`src/rtl/vout_axi4s_to_video_core_if.sv`:
```
// rtl/vout_axi4s_to_video_core_if.sv - AXI4-Stream pixel bundle between VDMA read core and video output
interface vout_axi4s_to_video_core_if #(
    parameter int USER_WIDTH = 2,
    parameter int DATA_WIDTH = 24
);
    logic [USER_WIDTH-1:0] tuser;
    logic                  tlast;
    logic [DATA_WIDTH-1:0] tdata;
    logic                  tvalid;
    logic                  tready;

    modport master (output tuser, output tlast, output tdata, output tvalid, input  tready);
    modport slave  (input  tuser, input  tlast, input  tdata, input  tvalid, output tready);
endinterface

```
`src/rtl/vout_axi4s_to_video_core.sv`:
```
// rtl/vout_axi4s_to_video_core.sv - AXI4-Stream to raster video with internal timing; option VOUT_AXI4S_TO_VIDEO_UNDERFLOW_CNT_EN
module vout_axi4s_to_video_core #(
    parameter int   AXI4S_USER_WIDTH = 2,
    parameter int   AXI4S_DATA_WIDTH = 24,
    parameter int   H_WIDTH          = 12,
    parameter int   V_WIDTH          = 12,
    parameter logic SYNC_POL         = 1'b0
) (
    input  logic                        aresetn,
    input  logic                        aclk,
    input  logic                        enable,
    output logic                        busy,
    input  logic [H_WIDTH-1:0]          param_htotal,
    input  logic [H_WIDTH-1:0]          param_hdisp,
    input  logic [H_WIDTH-1:0]          param_hsync_start,
    input  logic [H_WIDTH-1:0]          param_hsync_end,
    input  logic [V_WIDTH-1:0]          param_vtotal,
    input  logic [V_WIDTH-1:0]          param_vdisp,
    input  logic [V_WIDTH-1:0]          param_vsync_start,
    input  logic [V_WIDTH-1:0]          param_vsync_end,
    vout_axi4s_to_video_core_if.slave   s_axi4s,
    output logic                        out_vsync,
    output logic                        out_hsync,
    output logic                        out_de,
    output logic [AXI4S_DATA_WIDTH-1:0] out_data,
    output logic                        out_underflow
`ifdef VOUT_AXI4S_TO_VIDEO_UNDERFLOW_CNT_EN
    ,
    output logic [15:0]                 status_underflow_count
`endif
);

    typedef enum logic [1:0] {
        ST_IDLE = 2'd0,
        ST_SYNC = 2'd1,
        ST_RUN  = 2'd2
    } state_t;

    state_t             r_state;
    logic [H_WIDTH-1:0] r_h_cnt;
    logic [V_WIDTH-1:0] r_v_cnt;
    logic [H_WIDTH-1:0] r_htotal;
    logic [H_WIDTH-1:0] r_hdisp;
    logic [H_WIDTH-1:0] r_hsync_start;
    logic [H_WIDTH-1:0] r_hsync_end;
    logic [V_WIDTH-1:0] r_vtotal;
    logic [V_WIDTH-1:0] r_vdisp;
    logic [V_WIDTH-1:0] r_vsync_start;
    logic [V_WIDTH-1:0] r_vsync_end;
    logic               r_underflow;

    logic w_h_wrap;
    logic w_frame_end;
    logic w_de;
    logic w_hs_act;
    logic w_vs_act;
    logic w_hlast;
    logic w_sof_held;
    logic w_tready;
    logic w_fault;
    logic w_unused_tuser;

    // Frame boundary is the edge that wraps both counters back to (0,0)
    assign w_h_wrap    = (r_h_cnt == r_htotal);
    assign w_frame_end = w_h_wrap && (r_v_cnt == r_vtotal);
    assign w_de        = (r_h_cnt < r_hdisp) && (r_v_cnt < r_vdisp);
    assign w_hs_act    = (r_h_cnt >= r_hsync_start) && (r_h_cnt < r_hsync_end);
    assign w_vs_act    = (r_v_cnt >= r_vsync_start) && (r_v_cnt < r_vsync_end);
    assign w_hlast     = (r_h_cnt == (r_hdisp - H_WIDTH'(1)));
    assign w_sof_held  = s_axi4s.tvalid && s_axi4s.tuser[0];

    // tuser[1] (frame end) carries no information the timing generator needs
    assign w_unused_tuser = ^s_axi4s.tuser;

    // Ready never looks at tvalid: SYNC drains until a frame-start beat sits at the head
    always_comb begin
        w_tready = 1'b0;
        case (r_state)
            ST_SYNC: w_tready = ~s_axi4s.tuser[0];
            ST_RUN:  w_tready = w_de;
            default: w_tready = 1'b0;
        endcase
    end
    assign s_axi4s.tready = w_tready;

    // Missing pixel or a tlast that does not land on the last active pixel of the line
    assign w_fault = (r_state == ST_RUN) && w_de &&
                     (!s_axi4s.tvalid || (s_axi4s.tlast != w_hlast));

    // Timing FSM: counters, shadow parameters, lock state and per-frame underflow flag
    always_ff @(posedge aclk or negedge aresetn) begin
        if (!aresetn) begin
            r_state       <= ST_IDLE;
            r_h_cnt       <= '0;
            r_v_cnt       <= '0;
            r_htotal      <= '0;
            r_hdisp       <= '0;
            r_hsync_start <= '0;
            r_hsync_end   <= '0;
            r_vtotal      <= '0;
            r_vdisp       <= '0;
            r_vsync_start <= '0;
            r_vsync_end   <= '0;
            r_underflow   <= 1'b0;
        end else begin
            case (r_state)
                ST_IDLE: begin
                    r_h_cnt     <= '0;
                    r_v_cnt     <= '0;
                    r_underflow <= 1'b0;
                    if (enable) begin
                        r_htotal      <= param_htotal;
                        r_hdisp       <= param_hdisp;
                        r_hsync_start <= param_hsync_start;
                        r_hsync_end   <= param_hsync_end;
                        r_vtotal      <= param_vtotal;
                        r_vdisp       <= param_vdisp;
                        r_vsync_start <= param_vsync_start;
                        r_vsync_end   <= param_vsync_end;
                        r_state       <= ST_SYNC;
                    end
                end
                default: begin
                    if (w_h_wrap) begin
                        r_h_cnt <= '0;
                        r_v_cnt <= (r_v_cnt == r_vtotal) ? '0 : (r_v_cnt + V_WIDTH'(1));
                    end else begin
                        r_h_cnt <= r_h_cnt + H_WIDTH'(1);
                    end
                    if (w_fault) begin
                        r_underflow <= 1'b1;
                    end
                    if (w_frame_end) begin
                        r_underflow <= 1'b0;
                        if (!enable) begin
                            r_state <= ST_IDLE;
                        end else begin
                            r_htotal      <= param_htotal;
                            r_hdisp       <= param_hdisp;
                            r_hsync_start <= param_hsync_start;
                            r_hsync_end   <= param_hsync_end;
                            r_vtotal      <= param_vtotal;
                            r_vdisp       <= param_vdisp;
                            r_vsync_start <= param_vsync_start;
                            r_vsync_end   <= param_vsync_end;
                            if (r_state == ST_SYNC) begin
                                r_state <= w_sof_held ? ST_RUN : ST_SYNC;
                            end else begin
                                r_state <= r_underflow ? ST_SYNC : ST_RUN;
                            end
                        end
                    end
                end
            endcase
        end
    end

    assign busy          = (r_state != ST_IDLE);
    assign out_underflow = r_underflow;

    // Video outputs registered one cycle behind the counters; black unless locked
    always_ff @(posedge aclk or negedge aresetn) begin
        if (!aresetn) begin
            out_de    <= 1'b0;
            out_hsync <= ~SYNC_POL;
            out_vsync <= ~SYNC_POL;
            out_data  <= '0;
        end else if (r_state == ST_IDLE) begin
            out_de    <= 1'b0;
            out_hsync <= ~SYNC_POL;
            out_vsync <= ~SYNC_POL;
            out_data  <= '0;
        end else begin
            out_de    <= w_de;
            out_hsync <= w_hs_act ? SYNC_POL : ~SYNC_POL;
            out_vsync <= w_vs_act ? SYNC_POL : ~SYNC_POL;
            out_data  <= ((r_state == ST_RUN) && w_de && s_axi4s.tvalid) ? s_axi4s.tdata : '0;
        end
    end

`ifdef VOUT_AXI4S_TO_VIDEO_UNDERFLOW_CNT_EN
    logic [15:0] r_uf_count;

    // Saturating count of frames that ended with underflow or misalignment
    always_ff @(posedge aclk or negedge aresetn) begin
        if (!aresetn) begin
            r_uf_count <= '0;
        end else if ((r_state == ST_IDLE) && enable) begin
            r_uf_count <= '0;
        end else if ((r_state == ST_RUN) && w_frame_end && r_underflow &&
                     (r_uf_count != 16'hFFFF)) begin
            r_uf_count <= r_uf_count + 16'd1;
        end
    end

    assign status_underflow_count = r_uf_count;
`endif

endmodule

```
`src/flat_wrapper.sv`:
```
// flat-port wrapper written by rule: the top's interface ports become plain ports
module vout_axi4s_to_video_core_flat 
#(
    parameter int   AXI4S_USER_WIDTH = 2,
    parameter int   AXI4S_DATA_WIDTH = 24,
    parameter int   H_WIDTH          = 12,
    parameter int   V_WIDTH          = 12,
    parameter logic SYNC_POL         = 1'b0
)
  (aresetn, aclk, enable, busy, param_htotal, param_hdisp, param_hsync_start, param_hsync_end, param_vtotal, param_vdisp, param_vsync_start, param_vsync_end, out_vsync, out_hsync, out_de, out_data, out_underflow, s_axi4s_tuser, s_axi4s_tlast, s_axi4s_tdata, s_axi4s_tvalid, s_axi4s_tready);
  vout_axi4s_to_video_core_if #(.USER_WIDTH((2)), .DATA_WIDTH((24))) s_axi4s_i ();
  input  logic aresetn;
  input  logic aclk;
  input  logic enable;
  output logic busy;
  input  logic [H_WIDTH-1:0] param_htotal;
  input  logic [H_WIDTH-1:0] param_hdisp;
  input  logic [H_WIDTH-1:0] param_hsync_start;
  input  logic [H_WIDTH-1:0] param_hsync_end;
  input  logic [V_WIDTH-1:0] param_vtotal;
  input  logic [V_WIDTH-1:0] param_vdisp;
  input  logic [V_WIDTH-1:0] param_vsync_start;
  input  logic [V_WIDTH-1:0] param_vsync_end;
  output logic out_vsync;
  output logic out_hsync;
  output logic out_de;
  output logic [AXI4S_DATA_WIDTH-1:0] out_data;
  output logic out_underflow;
  input wire logic [$bits(s_axi4s_i.tuser)-1:0] s_axi4s_tuser;
  input wire logic [$bits(s_axi4s_i.tlast)-1:0] s_axi4s_tlast;
  input wire logic [$bits(s_axi4s_i.tdata)-1:0] s_axi4s_tdata;
  input wire logic [$bits(s_axi4s_i.tvalid)-1:0] s_axi4s_tvalid;
  output wire logic [$bits(s_axi4s_i.tready)-1:0] s_axi4s_tready;
  assign s_axi4s_i.tuser = s_axi4s_tuser;
  assign s_axi4s_i.tlast = s_axi4s_tlast;
  assign s_axi4s_i.tdata = s_axi4s_tdata;
  assign s_axi4s_i.tvalid = s_axi4s_tvalid;
  assign s_axi4s_tready = s_axi4s_i.tready;
  vout_axi4s_to_video_core #(.AXI4S_USER_WIDTH(AXI4S_USER_WIDTH), .AXI4S_DATA_WIDTH(AXI4S_DATA_WIDTH), .H_WIDTH(H_WIDTH), .V_WIDTH(V_WIDTH), .SYNC_POL(SYNC_POL)) u_core (.aresetn(aresetn), .aclk(aclk), .enable(enable), .busy(busy), .param_htotal(param_htotal), .param_hdisp(param_hdisp), .param_hsync_start(param_hsync_start), .param_hsync_end(param_hsync_end), .param_vtotal(param_vtotal), .param_vdisp(param_vdisp), .param_vsync_start(param_vsync_start), .param_vsync_end(param_vsync_end), .s_axi4s(s_axi4s_i), .out_vsync(out_vsync), .out_hsync(out_hsync), .out_de(out_de), .out_data(out_data), .out_underflow(out_underflow));
endmodule
```
`config.mk`:
```
export PLATFORM = sky130hd
export DESIGN_NAME = vout_axi4s_to_video_core_flat
export DESIGN_NICKNAME = d
export VERILOG_FILES = /design/src/rtl/vout_axi4s_to_video_core_if.sv /design/src/rtl/vout_axi4s_to_video_core.sv /design/src/flat_wrapper.sv
export SDC_FILE = /design/constraint.sdc
export NUM_CORES = 1
export LEC_CHECK = 0
export CORE_MARGIN = 2
export CORE_UTILIZATION = 58
export CTS_BUF_LIST = sky130_fd_sc_hd__clkbuf_8
export CTS_CLUSTER_SIZE = 8
export DETAILED_ROUTE_END_ITERATION = 6
export GPL_TIMING_DRIVEN = 0
export HOLD_SLACK_MARGIN = 0.05
export PLACE_DENSITY = 0.88
export SLEW_MARGIN = 30
export SYNTH_ARGS = -nofsm -noshare
export SYNTH_HDL_FRONTEND = slang
export SYNTH_SLANG_ARGS = --single-unit
```
`constraint.sdc`:
```
create_clock -name aclk -period 6.3 [get_ports aclk]
set_input_delay 1.89 -clock aclk [delete_from_list [all_inputs] [get_ports aclk]]
set_output_delay 1.89 -clock aclk [all_outputs]
set_load 0.01 [all_outputs]
```
* Word level (Yosys, flattened, before mapping)
Index checks and enable logic that the tools add are counted.
** Storage, ports and cells
- Output and inout port bits :: 30
- Input port bits :: 127
- Logic and storage cells :: 96
- Flip-flop bits (word level) :: 150
** Operators by class
- Eq/ne operators :: 7
- Mux-type cells :: 47
- $lt $le $gt $ge :: 6
- Reductions and logical operators :: 16
- Add/sub/neg operators :: 3
- Bitwise gates (word level) :: 1
** Operators with widths (count)
- 2-to-1 mux 12 bit :: 29
- < comparator 12 bit :: 4
- 2-to-1 mux 24 bit :: 2
- == test 12 bit :: 3
- adder 12 x 1 -> 12 bit, second input constant :: 2
- >= comparator 12 bit :: 2
- 2-to-1 mux 2 bit :: 7
- subtractor 12 x 1 -> 12 bit, second input constant :: 1
- logical AND 1 bit :: 8
- 2-to-1 mux 1 bit :: 8
- nonzero test 2 bit :: 3
- nonzero test 3 bit :: 1
- == test 2 x 1 -> 1 bit, second input constant :: 1
- == test 2 bit, second input constant :: 1
- logical NOT 2 bit :: 1
- != test 2 bit, second input constant :: 1
- case mux 1 bit (2 select lines) :: 1
- AND reduction 2 bit :: 1
- logical NOT 1 bit :: 1
- logical OR 1 bit :: 1
- != test 1 bit :: 1
- NOT 1 bit :: 1

* Depth between registers and ports, before layout
- Word-level depth :: 8
- Mapped depth :: 11

* Least setup slack after synthesis
Ideal clock, no wire load.
- Path type :: input to output
- Start :: in s_axi4s_tuser[0]
- End :: out s_axi4s_tready
- Cell stages on the path :: 2
- Data required time :: 4.410 ns
- Slack :: 2.101 ns
- Data arrival time :: 2.309 ns
- Path through :: nand2b_1 -> a21boi_0
** On the way
- Longest elaborated chain between the ends :: 2
** Ends and longest elaborated chain
- start: declaration :: line flat_wrapper.sv:29 : input wire logic [$bits(s_axi4s_i.tuser)-1:0] s_axi4s_tuser;
- NOT 1 bit :: line vout_axi4s_to_video_core.sv:79 : ST_SYNC: w_tready = ~s_axi4s.tuser[0];
- case mux 1 bit (2 select lines) :: line vout_axi4s_to_video_core.sv:78 : case (r_state)
- end: declaration :: line flat_wrapper.sv:33 : output wire logic [$bits(s_axi4s_i.tready)-1:0] s_axi4s_tready;
No other way between the ends.

* Worst setup path in the final report
- Start :: reg u_core.r_v_cnt[10]
- End :: out s_axi4s_tready
** On the way
- Longest elaborated chain between the ends :: 3
** Ends and longest elaborated chain
- start: declaration :: line vout_axi4s_to_video_core.sv:41 : logic [V_WIDTH-1:0] r_v_cnt;
- start signal: assignment :: line vout_axi4s_to_video_core.sv:126 : r_v_cnt <= (r_v_cnt == r_vtotal) ? '0 : (r_v_cnt + V_WIDTH'(1));
- < comparator 12 bit :: line vout_axi4s_to_video_core.sv:66 : assign w_de = (r_h_cnt < r_hdisp) && (r_v_cnt < r_vdisp);
- logical AND 1 bit :: line vout_axi4s_to_video_core.sv:66
- case mux 1 bit (2 select lines) :: line vout_axi4s_to_video_core.sv:78
No other way between the ends.

==> reports/results.txt <==
Fin area - 0.0103 mm^2
RSZ-0062 raised after global routing - no
CTS root buf - clkbuf_8
Post-CTS Hold Buffers - 0
Slew headroom - 46.1%
Total track usage - 26.5%
Worst-Margin Slew - 802 ps
Outcome - complete, no violations
Syn Inst Count - 719
Clk slew on worst S/H paths - 90 ps
DIE HEIGHT - 122 um
Crit path launch - u_core.r_v_cnt[10]$_DFFE_PN0P_
Synth warn - 0
CP max stage delay - 600 ps
Diode count - 0
Setup WS pre-CTS - 1200 ps
Max Cap Viol - 0
Yosys reg bits - 150
Fin crit share - 83.7%
Leak - 4.85 nW
Post-CTS sizing - 0
Row count - 43
Worst-path maximum fanout - 6
Most common cell after layout, fill and taps aside - clkdlybuf4s50_1
Number of I/O port buffers - 155
Final-report setup violation count - 0
Post-CTS Setup Repair Bufs - 0
Hold crit path type - reg2reg
Final HPWL DP - 13700 um
Die width - 122 um
Clock Skew - 14.4 ps
Drt pass-1 iters - 5
# clock sinks - 150
Remaining antenna violation count - 0
Sequential-to-total area share from yosys stat - 46.7%
CP Capture Type - output pin
Synth cell types - 48
Max-slew violations - 0
Final core utilization - 75.3%
R2R Path End - u_core.out_data[13]$_DFF_PN0_
Reg2reg setup slack - 3040 ps
Avg WL per Cell - 17.5 um
Placed Area - 0.00985 mm^2
Starting DRC count in detailed routing - 385
Startpoint types - register
PnR worst setup slack - 1030 ps
Initial Utilization - 58.6%
WP depth - 8
CTS tree - done
Power per cell area - 373 mW/mm^2
Final TNS setup - 0 ps
Placed cell count - 1055
Top_reg_cell synth - dfrtp_1
Area grow syn2layout - 28.5%
Routed via count - 5954
TritonCTS Buffers - 17
Worst path cell trace - ha_1 > a21o_1 > a2111oi_0 > o21ai_0 > nor3_1 > nand3_1 > a21boi_0 > clkdlybuf4s50_1
Routed WL - 19000 um
First-pass GRT wire length - 30000 um
Mean number of vias per cell - 5.48
Worst EP arrival - 3380 ps
Avg Inst Size Synth - 11.2 um^2
Final hold viol count - 0
Critical R2R Launch - u_core.r_v_cnt[10]$_DFFE_PN0P_
Vias in the first global route - 6189
Commonest cells after routing, fill and taps aside - 154 x clkdlybuf4s50_1, 148 x dfrtp_1, 98 x mux2_2
CP Data Required Time - 4410 ps
Grt ovf - 0
Pin count of the biggest net entering global routing - 81
Slowest CP cell - clkdlybuf4s50_1
Ys async rst share - 100%
Full die area - 0.0148 mm^2
Final routed DRC violation total - 0
Mapped Area - 0.00804 mm^2
Crit path kind - reg2out
Worst skew pair latency - 460 ps
Number of enable flip-flop cells after synthesis - 0
Antenna violations before repair - 1
Final Critical Period - 5270 ps
WP buf/inv - 1
Nets - 1096
Bufs on Longest Clock Path - 2
Max Clk Rate - 190 MHz
Post-route insts no fill - 1087
Routability cong. - 0.864
Max H-tree Level - 4
R2R depth - 9
Maximum VDD drop - 309 uV
# IOs - 157
Delay-heaviest family, CP - compound AO/OA/AOI/OAI gates
Critical path endpoint - s_axi4s_tready
Post-Syn Nets - 921
Layout cells sized above 1 - 15.4%
Core area - 0.0137 mm^2
[area by class of cell]
cell class                      instances  area (um^2)
Fill cell                             920         3390
Inverter                               75          282
Clock buffer                           18          248
Buffer                                 23         92.6
Timing Repair Buffer                  156         1580
Multi-Input combinational cell        471         3910
Clock inverter                         14          231
Sequential cell                       150         3760
Tap cell                              180          225
[worst min-delay path by stage]
stage / start / to / slack (ps) / depth (start not counted)
6_report: u_core.r_hsync_end[0]$_DFFE_PN0P_ / u_core.r_hsync_end[0]$_DFFE_PN0P_ / 510 / 1
5_1_grt: u_core.r_hsync_end[9]$_DFFE_PN0P_ / u_core.r_hsync_end[9]$_DFFE_PN0P_ / 510 / 1
4_1_cts: u_core.r_hsync_end[0]$_DFFE_PN0P_ / u_core.r_hsync_end[0]$_DFFE_PN0P_ / 510 / 1
3_5_place_dp: u_core.r_hsync_end[0]$_DFFE_PN0P_ / u_core.r_hsync_end[0]$_DFFE_PN0P_ / 490 / 1
3_3_place_gp: u_core.r_hsync_start[7]$_DFFE_PN0P_ / u_core.r_hsync_start[7]$_DFFE_PN0P_ / 490 / 1
2_1_floorplan: u_core.r_hsync_end[0]$_DFFE_PN0P_ / u_core.r_hsync_end[0]$_DFFE_PN0P_ / 470 / 1
[synthesized netlist by cell type (all sizes together), types with 5 or more instances]
library cell	count	area share, %
dfrtp	148	46
mux2	98	14
ha	75	12
inv	75	3.5
nor2	42	2.0
xnor2	35	3.8
and2	26	2.0
a21oi	22	1.4
nand2	22	1.0
xor2	21	2.3
o21ai	18	1.1
nand4	17	1.3
buf	12	0.64
nand3	12	0.75
clkbuf	11	0.51
nor3	9	0.56
o211ai	9	0.84
nand2b	8	0.62
a21o	7	0.65
and3	6	0.47
o21a	6	0.56
a211oi	5	0.47
nor2b	5	0.39
[where the power goes]
group          internal, W  leakage (nW)  switching, W
registers          0.00131          1.87      0.000243
logic             0.000753          2.74      0.000670
clock network     0.000520         0.246      0.000364
total              0.00258          4.85       0.00128
[state kept, by name, indices dropped and copies added, names as in the netlist]
signal	flops
u_core.r_vdisp	12
u_core.r_vtotal	12
u_core.r_v_cnt	12
u_core.r_h_cnt	12
u_core.r_htotal	12
u_core.r_hsync_end	12
u_core.r_vsync_start	12
u_core.r_state	2
u_core.out_vsync	1
u_core.r_hdisp	12
u_core.out_hsync	1
u_core.out_underflow	1
u_core.out_data	24
u_core.r_hsync_start	12
u_core.r_vsync_end	12
u_core.out_de	1
[per-stage QoR]
step	hold slack, ps	total power, W
finish	507	0.00386
detailed placement	495	0.00295
floorplan	474	0.00251
CTS	511	0.00387
global route	515	0.00411
global placement	488	0.00287
[routing by layer]
| metal | global-route usage (%) | share of wire (%) |
|---|---|---|
| met1 | 31.4 | 40 |
| met2 | 46.6 | 52 |
| met3 | 6.13 | 5.0 |
| met4 | 10.8 | 3.0 |
| met5 | 0 | 0.058 |
[logic make-up (layout without fill, tap and decap cells)]
kind of cell	count (synthesis)	in the layout	share of synthesized area, %
flip-flops	150	150	46.7
XOR/XNOR	56	56	6.10
buffers and inverters	98	286	4.65
AND/OR/NAND/NOR	157	157	10.1
adder cells (fa/ha/maj)	75	75	11.7
AO/OA/AOI/OAI	83	83	6.75
multiplexers	100	100	14.0
Power figures use the tool's default switching activity.
